$ cat config.mk
export PLATFORM = sky130hd
export DESIGN_NAME = barrel_shift_pipe_flat
export DESIGN_NICKNAME = d
export VERILOG_FILES = /design/src/rtl/barrel_shift_pipe_if.sv /design/src/rtl/barrel_shift_pipe.sv /design/src/flat_wrapper.sv
export SDC_FILE = /design/constraint.sdc
export NUM_CORES = 1
export LEC_CHECK = 0
export ABC_AREA = 0
export BUFFER_PORTS_ARGS = -buffer_cell sky130_fd_sc_hd__buf_4
export CORE_MARGIN = 2
export CORE_UTILIZATION = 28
export DETAILED_ROUTE_END_ITERATION = 7
export HOLD_SLACK_MARGIN = 0.05
export PLACE_DENSITY_LB_ADDON = 0.1
export SYNTH_ARGS = -nofsm -noshare
export SYNTH_HDL_FRONTEND = slang
export SYNTH_SLANG_ARGS = --single-unit
export TNS_END_PERCENT = 50
$ cat constraint.sdc
create_clock -name clk -period 2.73 [get_ports clk]
set_clock_uncertainty 0.15 [all_clocks]
set_input_delay 0.273 -clock clk [delete_from_list [all_inputs] [get_ports clk]]
set_output_delay 0.273 -clock clk [all_outputs]
set_load 0.005 [all_outputs]
$ cat src/rtl/barrel_shift_pipe_if.sv
// barrel_shift_pipe_if: operand/result handshake bundle for barrel_shift_pipe.
//   in_valid/in_ready/in_data/in_amt/in_mode : producer -> shifter operand channel
//   out_valid/out_ready/out_data             : shifter -> consumer result channel
//   master : the environment side (drives operands, takes results)
//   slave  : the shifter side
interface barrel_shift_pipe_if #(
    parameter int unsigned W  = 8,
    parameter int unsigned AW = $clog2(W)
);
    logic          in_valid;
    logic          in_ready;
    logic [W-1:0]  in_data;
    logic [AW-1:0] in_amt;
    logic [1:0]    in_mode;
    logic          out_valid;
    logic          out_ready;
    logic [W-1:0]  out_data;

    modport master (
        output in_valid, in_data, in_amt, in_mode, out_ready,
        input  in_ready, out_valid, out_data
    );

    modport slave (
        input  in_valid, in_data, in_amt, in_mode, out_ready,
        output in_ready, out_valid, out_data
    );
endinterface

$ cat src/rtl/barrel_shift_pipe.sv
// barrel_shift_pipe: pipelined right barrel shifter, one register stage per
// shift-amount bit, valid/ready on both sides, full throughput.
//   clk   : clock, rising edge
//   reset : asynchronous active-high reset, clears all stage registers
//   bus   : barrel_shift_pipe_if.slave (operand in, result out)
// Modes: 00 logical right, 01 arithmetic right, 10 rotate right,
//        11 rotate right, or logical left when BARREL_SHIFT_LEFT_EN is defined.
module barrel_shift_pipe #(
    parameter int unsigned W  = 8,
    parameter int unsigned AW = $clog2(W)
) (
    input  logic                clk,
    input  logic                reset,
    barrel_shift_pipe_if.slave  bus
);
    localparam int unsigned S = AW;

    logic [W-1:0] in_word_c;
    logic [S-1:0] v_c;
    logic [S-1:0] rdy_c;

`ifdef BARREL_SHIFT_LEFT_EN
    // Left shift is done as a right shift on the bit-reversed word.
    function automatic logic [W-1:0] bit_rev(input logic [W-1:0] x);
        logic [W-1:0] r;
        for (int i = 0; i < int'(W); i++) begin
            r[i] = x[int'(W) - 1 - i];
        end
        return r;
    endfunction

    assign in_word_c = (bus.in_mode == 2'b11) ? bit_rev(bus.in_data) : bus.in_data;
`else
    assign in_word_c = bus.in_data;
`endif

    // Stage k may load when it is empty or everything downstream can move;
    // closed form of rdy[k] = !v[k] || rdy[k+1] with rdy[S] = out_ready.
    for (genvar k = 0; k < int'(S); k++) begin : g_rdy
        assign rdy_c[k] = bus.out_ready || !(&v_c[S-1:k]);
    end

    assign bus.in_ready = rdy_c[0] && !reset;

    for (genvar k = 0; k < int'(S); k++) begin : g_stage
        localparam int unsigned SH = 1 << k;

        logic [W-1:0]  src_d;
        logic [AW-1:0] src_a;
        logic [1:0]    src_m;
        logic          src_v;
        logic [W-1:0]  shf_d;

        logic [W-1:0]  data_q;
        logic [AW-1:0] amt_q;
        logic [1:0]    mode_q;
        logic          valid_q;

        if (k == 0) begin : g_head
            assign src_d = in_word_c;
            assign src_a = bus.in_amt;
            assign src_m = bus.in_mode;
            assign src_v = bus.in_valid;
        end else begin : g_body
            assign src_d = g_stage[k-1].data_q;
            assign src_a = g_stage[k-1].amt_q;
            assign src_m = g_stage[k-1].mode_q;
            assign src_v = g_stage[k-1].valid_q;
        end

        // Conditional shift by 2^k; fill depends on mode.
        always_comb begin
            shf_d = src_d;
            if (src_a[k]) begin
                case (src_m)
                    2'b00:   shf_d = {{SH{1'b0}}, src_d[W-1:SH]};
                    2'b01:   shf_d = {{SH{src_d[W-1]}}, src_d[W-1:SH]};
`ifdef BARREL_SHIFT_LEFT_EN
                    2'b11:   shf_d = {{SH{1'b0}}, src_d[W-1:SH]};
`endif
                    default: shf_d = {src_d[SH-1:0], src_d[W-1:SH]};
                endcase
            end
        end

        // Stage register: loads when downstream can accept, else holds.
        always_ff @(posedge clk or posedge reset) begin
            if (reset) begin
                data_q  <= '0;
                amt_q   <= '0;
                mode_q  <= '0;
                valid_q <= 1'b0;
            end else if (rdy_c[k]) begin
                data_q  <= shf_d;
                amt_q   <= src_a;
                mode_q  <= src_m;
                valid_q <= src_v;
            end
        end

        assign v_c[k] = valid_q;
    end

    assign bus.out_valid = g_stage[S-1].valid_q;

`ifdef BARREL_SHIFT_LEFT_EN
    assign bus.out_data = (g_stage[S-1].mode_q == 2'b11) ? bit_rev(g_stage[S-1].data_q)
                                                         : g_stage[S-1].data_q;
`else
    assign bus.out_data = g_stage[S-1].data_q;
`endif

    // The last stage's amount (and, without left mode, its mode) has no consumer.
    logic unused_tail;
    assign unused_tail = ^{g_stage[S-1].amt_q, g_stage[S-1].mode_q};

endmodule
$ cat src/flat_wrapper.sv
// flat-port wrapper written by rule: the top's interface ports become plain ports
module barrel_shift_pipe_flat 
#(
    parameter int unsigned W  = 8,
    parameter int unsigned AW = $clog2(W)
)
  (clk, reset, bus_in_valid, bus_in_data, bus_in_amt, bus_in_mode, bus_out_ready, bus_in_ready, bus_out_valid, bus_out_data);
  barrel_shift_pipe_if #(.W(W), .AW(AW)) bus_i ();
  input  logic clk;
  input  logic reset;
  input wire logic [$bits(bus_i.in_valid)-1:0] bus_in_valid;
  input wire logic [$bits(bus_i.in_data)-1:0] bus_in_data;
  input wire logic [$bits(bus_i.in_amt)-1:0] bus_in_amt;
  input wire logic [$bits(bus_i.in_mode)-1:0] bus_in_mode;
  input wire logic [$bits(bus_i.out_ready)-1:0] bus_out_ready;
  output wire logic [$bits(bus_i.in_ready)-1:0] bus_in_ready;
  output wire logic [$bits(bus_i.out_valid)-1:0] bus_out_valid;
  output wire logic [$bits(bus_i.out_data)-1:0] bus_out_data;
  assign bus_i.in_valid = bus_in_valid;
  assign bus_i.in_data = bus_in_data;
  assign bus_i.in_amt = bus_in_amt;
  assign bus_i.in_mode = bus_in_mode;
  assign bus_i.out_ready = bus_out_ready;
  assign bus_in_ready = bus_i.in_ready;
  assign bus_out_valid = bus_i.out_valid;
  assign bus_out_data = bus_i.out_data;
  barrel_shift_pipe #(.W(W), .AW(AW)) u_core (.clk(clk), .reset(reset), .bus(bus_i));
endmodule
==> results of run 1 <==
-- sequential cells by signal, indices dropped and copies added, names as in the netlist --
| name | count |
|---|---|
| u_core.g_stage.valid_q | 2 |
| u_core.g_stage.amt_q | 3 |
| u_core.g_stage.mode_q | 4 |
| u_core.g_stage.data_q | 16 |
| u_core.bus.out_valid | 1 |
| u_core.bus.out_data | 8 |
-- worst reg2reg max path: stages, from the launching register on --
cell      delay, ns
dfrtp_1        0.44
and2b_1        0.47
a311oi_1       0.12
a21o_1         0.19
-- per-layer routing --
metal | global-route usage [%] | up-vias | routed length, um
met5 | 0 | - | 0
met4 | 5.172 | 0 | 61
met3 | 4.091 | 6 | 138
met2 | 15.85 | 27 | 1291
met1 | 16.10 | 500 | 1568
li1 | - | 546 | -
-- kinds of logic (layout without fill, tap and decap cells) --
family,Yosys count,count (layout),synth area share (%)
flops,34,34,53.97
compound gates,29,29,11.03
mux,26,26,17.70
simple gates,41,41,13.10
buf+inv,10,39,4.206
-- power groups by stage --
stage / clock, W / combinational [W] / sequential (W)
after global placement: 0 / 0.000272 / 0.000691
after detailed placement: 0 / 0.000272 / 0.000696
after floorplan: 0 / 0.000186 / 0.000666
final: 0.000376 / 0.000269 / 0.000683
after global routing: 0.000422 / 0.000310 / 0.000701
after CTS: 0.000395 / 0.000276 / 0.000686
-- cell type report --
type	instances	area (sq um)	share of cell area, %
Sequential cell	34	850.8	44.27
Multi-Input combinational cell	96	659.4	34.31
Timing Repair Buffer	29	222.7	11.59
Tap cell	72	90.09	4.688
Clock buffer	7	86.33	4.492
Inverter	2	7.507	0.3906
Clock inverter	1	5.005	0.2604
-- stage by stage --
step | util, % | cell area (sq um)
2_1_floorplan | - | 1577
3_3_place_gp | 33.08 | 1810
3_5_place_dp | 33.08 | 1810
4_1_cts | 35.12 | 1922
5_1_grt | 35.12 | 1922
6_report | 35.12 | 1922
-- how the worst max path moves through the flow --
| stage | from | to | depth (start not counted) |
|---|---|---|---|
| global route | u_core.bus.out_valid$_DFFE_PP0P_ | bus_in_ready | 3 |
| finish | u_core.bus.out_valid$_DFFE_PP0P_ | bus_in_ready | 3 |
| global placement | bus_out_ready | bus_in_ready | 4 |
| CTS | u_core.bus.out_valid$_DFFE_PP0P_ | bus_in_ready | 3 |
| detailed placement | bus_out_ready | bus_in_ready | 4 |
| floorplan | reset | bus_in_ready | 2 |
-- synthesized netlist by cell type (3+ instances only) --
cell,count
mux2_2,7
nand2_1,10
a311oi_1,4
buf_6,3
dfrtp_1,34
buf_2,4
nor2_1,20
a21o_1,4
a21oi_1,13
mux2i_1,17
o21ai_0,5
a31oi_1,3
==> summary.md, run 1 <==
| Metric | Value |
|---|---|
| Logic pwr share | 20.3% |
| Hold slack | 0.07163 ns |
| Final setup violation count | 0 |
| Synth Register Bits | 34 |
| Die Y | 79.04 um |
| Fillers | 572 |
| PostCTS Resize Cnt | 0 |
| H-tree depth | 2 |
| Slowest cell delay on critical path | 0.44 ns |
| Area contributors post-synth | dfrtp_1 54%, mux2i_1 11%, mux2_2 5.0% |
| Vias in the first global route | 1102 |
| CTS tree | built |
| Switching share of total power | 27.77% |
| R2R Path Start | u_core.bus.out_valid$_DFFE_PP0P_ |
| DR WL/cell | 12.69 um |
| Avg Inst Size Synth | 11.26 sq um |
| I/O pin count | 27 |
| Setup_tns | 0 ns |
| YS warnings | 0 |
| Overall Power | 0.001328 W |
| Seq pwr share | 51.4% |
| Run status | finished, final reports clean |
| Dpl cells | 231 |
| R2R Setup Slk | 1.26 ns |
| Die X | 79.04 um |
| Cells on worst reg2reg path | 3 |
| Post-synthesis cell area | 0.001577 sq mm |
| CTS Buf Count | 5 |
| Clock Power Share | 28.3% |
| Sw Pwr | 0.0003690 W |
| Core ar. | 0.005473 sq mm |
| Peak VDD IR | 0.0002041 V |
| Hold_buf cts | 2 |
| CTS sink cnt | 34 |
| Layout cells sized above 1 | 27.22% |
| Die area | 0.006247 sq mm |
| Hold Path Cell Cnt | 2 |
| Fmax | 0.5314 GHz |
| Total congestion overflow | 0 |
| Required time worst endpoint | 2.31 ns |
| WL final | 3.059 mm |
| Hold path endpoint | u_core.g_stage[0].amt_q[2]$_DFFE_PP0P_ |
| Vias/cell | 4.477 |
| Worst slew pin tran | 0.4933 ns |
| Most frequent cells in the layout | 34 x dfrtp_1, 27 x buf_4, 20 x nor2_1, 17 x mux2i_1, 13 x a21oi_1 |
| Post-layout nets | 185 |
| Vias | 1079 |
| Clock transition at path regs | 0.06 ns |
| Fin worst setup slack | 0.8481 ns |
| Max-cap violations | 0 |
| Rel. slew slack | 67.11% |
| Latest clock arrival within the worst-skew pair | 0.28 ns |
| Crit path cell chain | nand4b_4, and2_1, buf_4 |
| Final hold violations | 0 |
| Initial antenna violation count | 0 |
| GPL Wtd Cong | 0.6848 |
| Synthesis-to-finish area growth | 21.90% |
| Unrepaired setup endpoints after global routing | no |
| DRT antenna net count | 0 |
| Commonest non-fill, non-tap cell in the layout | dfrtp_1 |
| DP HPWL | 2.249 mm |
| Slowest CP cell | dfrtp_1 |
| Post-synth EDFFs | 0 |
| Row cnt | 27 |
| Post-synth top area cell | dfrtp_1 |
| Min Tclk post-route | 1.882 ns |
| DRC Markers | 0 |
| Power density over cell area | 691.3 mW/mm^2 |
| Synth top area share | 53.97% |
| Max FO, Critical Path | 22 |
| Post-synth top flop | dfrtp_1 |
| LEAKAGE | 0.9018 nW |
| Path category of the worst min-delay check | in -> reg |
| First-pass GRT wire length | 5.457 mm |
| CP Launch Type | flip-flop |
| Root buf cell | clkbuf_8 |
| Diode count | 0 |
| Synth async-reset ratio | 100.0% |
| Slew Limit Fails | 0 |
| Critical path arrival | 1.46 ns |
| Gate count of the mapped netlist | 140 |
| Worst Setup Path Type | reg -> out |
| Placement Setup Slack | 1.129 ns |
| Total GRT Usage | 11.51% |
| Starting Density | 28.81% |
| Sequential share of the synthesized area | 53.97% |
| Reg-to-reg endpoint | u_core.bus.out_data[4]$_DFFE_PP0P_ |
| Buf+Inv Stages, Crit Path | 1 |
| Period Utilization, post-route | 68.93% |
| Setup Fix Bufs, Post-CTS | 0 |
| Final Non-Filler Cells | 241 |
| DR pass1 iterations | 4 |
| Largest net degree at the start of global routing | 35 |
| Post-synthesis net count | 157 |
| Netlist cell types | 24 |
| Top delay family on crit path | simple AND/OR/NAND/NOR gates |
| Port buffer count | 26 |
| P_int | 0.0009595 W |
| Bufs on Longest Clock Path | 2 |
| DR iter-0 viols | 65 |
| Hold_sp | bus_in_amt[2] |
| CP Capture Type | output port |
Note: power is estimated with default switching activity, not from simulation.
==> run 2, diff against run 1 <==
ABC_AREA = 1   (was 0)
clock period = 1.6 ns   (was 2.73 ns; I/O delays follow)
==> run 2 against run 1 <==
Worst setup slack got worse by 0.73 ns. Clock power rose by 55%. Cell area rose by 5.7%. Routed wire length rose by 13%. Clock-buffer cell count did not move. Cell count rose by 32%. Via count rose by 28%. Worst hold slack got worse by 0.017 ns. Combinational power rose by 91%. Register-to-register slack got worse by 0.95 ns. Global-route usage rose by 0.55 points. Critical path type unchanged. Largest power group unchanged. Highest routed layer unchanged.
==> summary.md, run 2 <==
| Metric | Value |
|---|---|
| Most frequent cells in the layout | 82 x nand2_1, 33 x dfrtp_1, 29 x buf_4, 18 x inv_1, 17 x nor2_1 |
| Top post-synthesis cells by count | 82 x nand2_1, 34 x dfrtp_1, 18 x inv_1, 17 x nor2_1, 14 x o21ai_1 |
| Avg Inst Size Synth | 7.626 sq um |
| R2R Setup Slk | 0.31 ns |
| CP startpoint | u_core.bus.out_valid$_DFFE_PP0P_ |
| Setup Fix Bufs, Post-CTS | 0 |
| Die X | 79.63 um |
| Crit path cell chain | nand4_1, inv_2, nor2_1, buf_4 |
| Rel. slew slack | 71.64% |
| Post-synthesis compound-gate area fraction | 12.50% |
| DR pass1 iterations | 4 |
| Die Y | 79.63 um |
| DRT antenna net count | 0 |
| YS warnings | 0 |
| Post-Synth XOR/XNOR Area | 0% |
| Dpl cells | 304 |
| R2R Path Start | u_core.bus.out_valid$_DFFE_PP0P_ |
| Total congestion overflow | 0 |
| Latest clock arrival within the worst-skew pair | 0.28 ns |
| Required time worst endpoint | 1.29 ns |
| Post-synthesis mux area share | 0% |
| Vias | 1378 |
| Buf+Inv Stages, Crit Path | 2 |
| Final setup violation count | 0 |
| Post-synth top flop | dfrtp_1 |
| Fin worst setup slack | 0.1137 ns |
| CTS Buf Count | 5 |
| DR iter-0 viols | 74 |
| Unrepaired setup endpoints after global routing | no |
| Port buffer count | 26 |
| Crit path to | bus_in_ready |
| Cells on worst reg2reg path | 5 |
| Core ar. | 0.005507 sq mm |
| Min Tclk post-route | 1.486 ns |
| Post-synth top area cell | dfrtp_1 |
| Post-synthesis net count | 227 |
| Clock transition at path regs | 0.06 ns |
| DRC Markers | 0 |
| Post-synthesis cell area | 0.001602 sq mm |
| CTS sink cnt | 34 |
| Largest net degree at the start of global routing | 35 |
| Power density over cell area | 1099 mW/mm^2 |
| Netlist cell types | 17 |
| Post-place instance area | 0.001874 sq mm |
| Fmax | 0.6728 GHz |
| Reg-to-reg endpoint | u_core.g_stage[1].data_q[4]$_DFFE_PP0P_ |
| WL final | 3.443 mm |
| LEAKAGE | 1.048 nW |
| Initial antenna violation count | 0 |
| Top delay family on crit path | flip-flops |
| Synth Area in Simple Gates | 27.27% |
| CTS tree | built |
| Layout cells sized above 1 | 17.00% |
| Vias/cell | 4.320 |
| H-tree depth | 2 |
| Root buf cell | clkbuf_8 |
| Placement Setup Slack | 0.2858 ns |
| Main combinational cell family by area after synthesis | simple AND/OR/NAND/NOR gates |
| Max reg flops | 16 |
| First-pass GRT wire length | 5.816 mm |
| Post-layout nets | 264 |
| Period Utilization, post-route | 92.89% |
| Peak VDD IR | 0.0002885 V |
| Worst Setup Path Type | reg -> out |
| Total GRT Usage | 12.06% |
| Bufs on Longest Clock Path | 2 |
| CP Launch Type | flip-flop |
| Synth top area share | 53.13% |
| DR WL/cell | 10.79 um |
| Commonest non-fill, non-tap cell in the layout | nand2_1 |
| Slew Limit Fails | 0 |
| Vias in the first global route | 1258 |
| Synth async-reset ratio | 100.0% |
| Post-synth EDFFs | 0 |
| Slowest cell delay on critical path | 0.41 ns |
| Worst path depth | 4 |
| Max FO, Critical Path | 5 |
| Run status | finished, final reports clean |
| I/O pin count | 27 |
| Final Non-Filler Cells | 319 |
| Reg with most FFs | u_core.g_stage.data_q |
| Adder-cell share of the synthesized area | 0% |
| Worst slew pin tran | 0.4254 ns |
| Critical path arrival | 1.18 ns |
| CP Capture Type | output port |
| Diode count | 0 |
| Path category of the worst min-delay check | in -> reg |
| Final hold violations | 0 |
| Synthesis-to-finish area growth | 26.88% |
| Die area | 0.006341 sq mm |
| Top-count cell post-synth | nand2_1 |
| Synth Register Bits | 34 |
| Area contributors post-synth | dfrtp_1 53%, nand2_1 19%, o21ai_1 4.4% |
| Final core utilization | 36.90% |
| GPL Wtd Cong | 0.7792 |
| Setup_tns | 0 ns |
| Gate count of the mapped netlist | 210 |
| Slowest CP cell | dfrtp_2 |
| Final Cell Area | 0.002032 sq mm |
| Sequential share of the synthesized area | 53.13% |
| Max-cap violations | 0 |
| Row cnt | 27 |
| Starting Density | 29.08% |
| DP HPWL | 2.529 mm |
==> run 2: cell types whose count changed in the layout (fill, tap and decap cells not counted), sizes merged, moves of 6 or more <==
cell         before  now
nand2            10   83
mux2i            17    0
inv               2   21
mux2              9    0
o21ai             5   24
dlygate4sd3       2    8
==> run 2: worst min path at each step <==
| stage | startpoint | to | cells past startpoint |
|---|---|---|---|
| floorplan | bus_in_valid | u_core.g_stage[0].valid_q$_DFFE_PP0P_ | 1 |
| global placement | reset | u_core.bus.out_valid$_DFFE_PP0P_ | 3 |
| detailed placement | reset | u_core.g_stage[0].amt_q[2]$_DFFE_PP0P_ | 3 |
| CTS | bus_in_data[0] | u_core.g_stage[0].data_q[7]$_DFFE_PP0P_ | 5 |
| global route | bus_in_data[0] | u_core.g_stage[0].data_q[7]$_DFFE_PP0P_ | 5 |
| finish | bus_in_data[0] | u_core.g_stage[0].data_q[7]$_DFFE_PP0P_ | 5 |
==> run 2: cells by family after synthesis <==
logic type             after synthesis
buffers and inverters               28
AOI/OAI and AO/OA                   39
DFF                                 34
and+or+nand+nor                    109
==> run 2: where the power goes <==
group / internal, W / switching [W]
Clock: 0.000299 / 0.000284
Sequential: 0.00102 / 0.000120
Combinational: 0.000244 / 0.000269
Total: 0.00156 / 0.000673
==> run 2: repair_timing <==
item	in CTS	in global routing
gates resized for setup	0	1
hold buffers	8	0
setup endpoints to repair	0	1
endpoints found under the hold margin	43	0
==> run 2: layout make-up <==
class / instances / area [sq um]
Clock buffer: 7 / 76.32
Fill cell: 607 / 3475
Inverter: 21 / 78.83
Multi-Input combinational cell: 148 / 636.9
Sequential cell: 34 / 852.1
Tap cell: 72 / 90.09
Timing Repair Buffer: 37 / 297.8
==> run 2: per-stage QoR <==
stage | hold WS [ns] | total power (W)
finish | 0.05453 | 0.002233
global route | 0.07985 | 0.002399
CTS | 0.05036 | 0.002279
detailed placement | 0.1565 | 0.001663
global placement | 0.1565 | 0.001661
floorplan | 0.1164 | 0.001438
==> run 2: routing by layer <==
| metal | global-route usage (%) | part of all wire (%) |
|---|---|---|
| met5 | 0 | 0 |
| met4 | 5.172 | 1.9 |
| met3 | 3.394 | 5.3 |
| met2 | 19.33 | 46 |
| met1 | 15.13 | 46 |
==> run 2: worst reg2reg max path, cell delays in order (launching register included) <==
cell	delay, ns
dfrtp_2	0.41
inv_2	0.05
nor2_4	0.22
nand2_2	0.18
nand2_1	0.11
o21ai_1	0.06
==> run 3, diff against run 2 <==
CORE_UTILIZATION = 49   (was 28)
==> run 3 against run 2 <==
Routed wire length shrank 1.9%. Sequential share of layout area shrank 1.4 points. Cell count shrank 5.6%. Power grew 0.75%.
==> summary.md, run 3 (synthesis results as in run 2) <==
| Metric | Value |
|---|---|
| Setup_tns | 0 ns |
| Final core utilization | 68.21% |
| Fmax | 0.6463 GHz |
| DR top layer | met4 |
| Die Y | 61.17 um |
| Die X | 61.17 um |
| Diode count | 0 |
| WL final | 3.376 mm |
| CP Launch Type | input port |
| Port buffer count | 26 |
| Slew Limit Fails | 0 |
| Clock transition at path regs | 0.10 ns |
| Path category of the worst min-delay check | in -> reg |
| DR WL/cell | 11.22 um |
| Required time worst endpoint | 1.67 ns |
| Synthesis-to-finish area growth | 31.09% |
| Largest net degree at the start of global routing | 35 |
| Initial antenna violation count | 0 |
| CP Capture Type | flip-flop |
| GPL Wtd Cong | 0.8610 |
| Crit path cell chain | dlygate4sd3_1, buf_4, nor2_4, a21oi_2, dlygate4sd3_1, nand2_1, o21ai_1 |
| CTS sink cnt | 34 |
| Unrepaired setup endpoints after global routing | yes |
| WL met3 | 140 um |
| Rel. slew slack | 72.13% |
| DRT antenna net count | 0 |
| Total GRT Usage | 21.26% |
| Final Non-Filler Cells | 301 |
| Commonest non-fill, non-tap cell in the layout | nand2_1 |
| Vias | 1447 |
| I/O pin count | 27 |
| Worst Setup Path Type | in -> reg |
| Reg with most FFs | u_core.g_stage.data_q |
| Core ar. | 0.003078 sq mm |
| Dpl cells | 276 |
| Final setup violation count | 0 |
| Max-cap violations | 0 |
| Buf+Inv Stages, Crit Path | 3 |
| Slowest CP cell | dlygate4sd3_1 |
| Run status | finished, final reports clean |
| CP most frequent cell | dlygate4sd3_1 |
| Peak VDD IR | 0.0005583 V |
| Latest clock arrival within the worst-skew pair | 0.32 ns |
| DP HPWL | 2.334 mm |
| CTS tree | built |
| Slowest cell delay on critical path | 0.56 ns |
| First-pass GRT wire length | 5.823 mm |
| DRC Markers | 0 |
| Critical path arrival | 1.62 ns |
| Period Utilization, post-route | 96.71% |
| Power density over cell area | 1071 mW/mm^2 |
| Total congestion overflow | 0 |
| H-tree depth | 2 |
| Placement Setup Slack | 0.3281 ns |
| Bufs on Longest Clock Path | 2 |
| CTS Buf Count | 5 |
| Min Tclk post-route | 1.547 ns |
| Top delay family on crit path | buffers and inverters |
| Worst slew pin tran | 0.4180 ns |
| Root buf cell | clkbuf_4 |
| Routed met1 length | 1.460 mm |
| Row cnt | 20 |
| Max reg flops | 16 |
| Vias in the first global route | 1425 |
| Max FO, Critical Path | 2 |
| Starting Density | 52.03% |
| Most frequent cells in the layout | 82 x nand2_1, 34 x dfrtp_1, 30 x buf_4, 17 x inv_1, 16 x dlygate4sd3_1 |
| DR iter-0 viols | 30 |
| LEAKAGE | 1.093 nW |
| Final hold violations | 0 |
| DR pass1 iterations | 4 |
| Post-layout nets | 273 |
| Die area | 0.003742 sq mm |
| Vias/cell | 4.807 |
| Fin worst setup slack | 0.05266 ns |
| Met2 wire length | 1.736 mm |
| Layout cells sized above 1 | 19.07% |
| Overall Power | 0.002249 W |
-- run 3: stage by stage --
step / cell area (sq um) / hold WS [ns]
after CTS: 2088 / 0.05563
after global placement: 1839 / 0.1304
after global routing: 2100 / 0.09835
final: 2100 / 0.07218
after floorplan: 1602 / 0.1164
after detailed placement: 1839 / 0.1408
-- run 3: worst paths after layout --
kind	endpoint	slack, ns	depth (start not counted)	startpoint
max	u_core.g_stage[0].data_q[5]$_DFFE_PP0P_	0.05	7	bus_in_data[5]
min	u_core.g_stage[1].valid_q$_DFFE_PP0P_	0.07	3	bus_out_ready
max reg2reg	u_core.bus.out_data[4]$_DFFE_PP0P_	0.29	5	u_core.g_stage[1].amt_q[2]$_DFFE_PP0P_
min reg2reg	u_core.g_stage[1].valid_q$_DFFE_PP0P_	0.33	1	u_core.g_stage[0].valid_q$_DFFE_PP0P_
max in group asynchronous	u_core.g_stage[0].data_q[3]$_DFFE_PP0P_	0.65	4	reset
min in group asynchronous	u_core.g_stage[0].data_q[5]$_DFFE_PP0P_	0.35	4	reset
-- run 3: area by class of cell --
| class | instances | area (sq um) |
|---|---|---|
| Sequential cell | 34 | 850.8 |
| Timing Repair Buffer | 46 | 385.4 |
| Tap cell | 44 | 55.05 |
| Clock buffer | 8 | 78.83 |
| Multi-Input combinational cell | 148 | 650.6 |
| Inverter | 21 | 78.83 |
| Fill cell | 263 | 978.4 |
-- run 3: repair_timing --
item | in CTS | in global routing
buffers inserted | 0 | 1
resized for setup | 0 | 5
hold buffers | 17 | 0
endpoints found under the setup margin | 0 | 3
endpoints found under the hold margin | 51 | 0
-- run 3: worst reg2reg max path, cell delays in order (launching register included) --
cell and delay (ns):
dfrtp_1 0.47, inv_1 0.21, a21oi_1 0.19, nand2_1 0.08, nand2_1 0.07, nand2_1 0.04
-- run 3: where the power goes --
| part | switching, W | leakage, nW | internal (W) |
|---|---|---|---|
| combinational | 0.000282 | 0.643 | 0.000262 |
| sequential | 0.000120 | 0.405 | 0.00101 |
| clock | 0.000271 | 0.0446 | 0.000300 |
| total | 0.000673 | 1.09 | 0.00158 |
-- run 3: per-layer routing --
metal / up-vias / track usage, %
met5: - / 0
met3: 6 / 5.042
met4: 0 / 9.938
met2: 40 / 38.30
met1: 653 / 23.48
li1: 748 / -
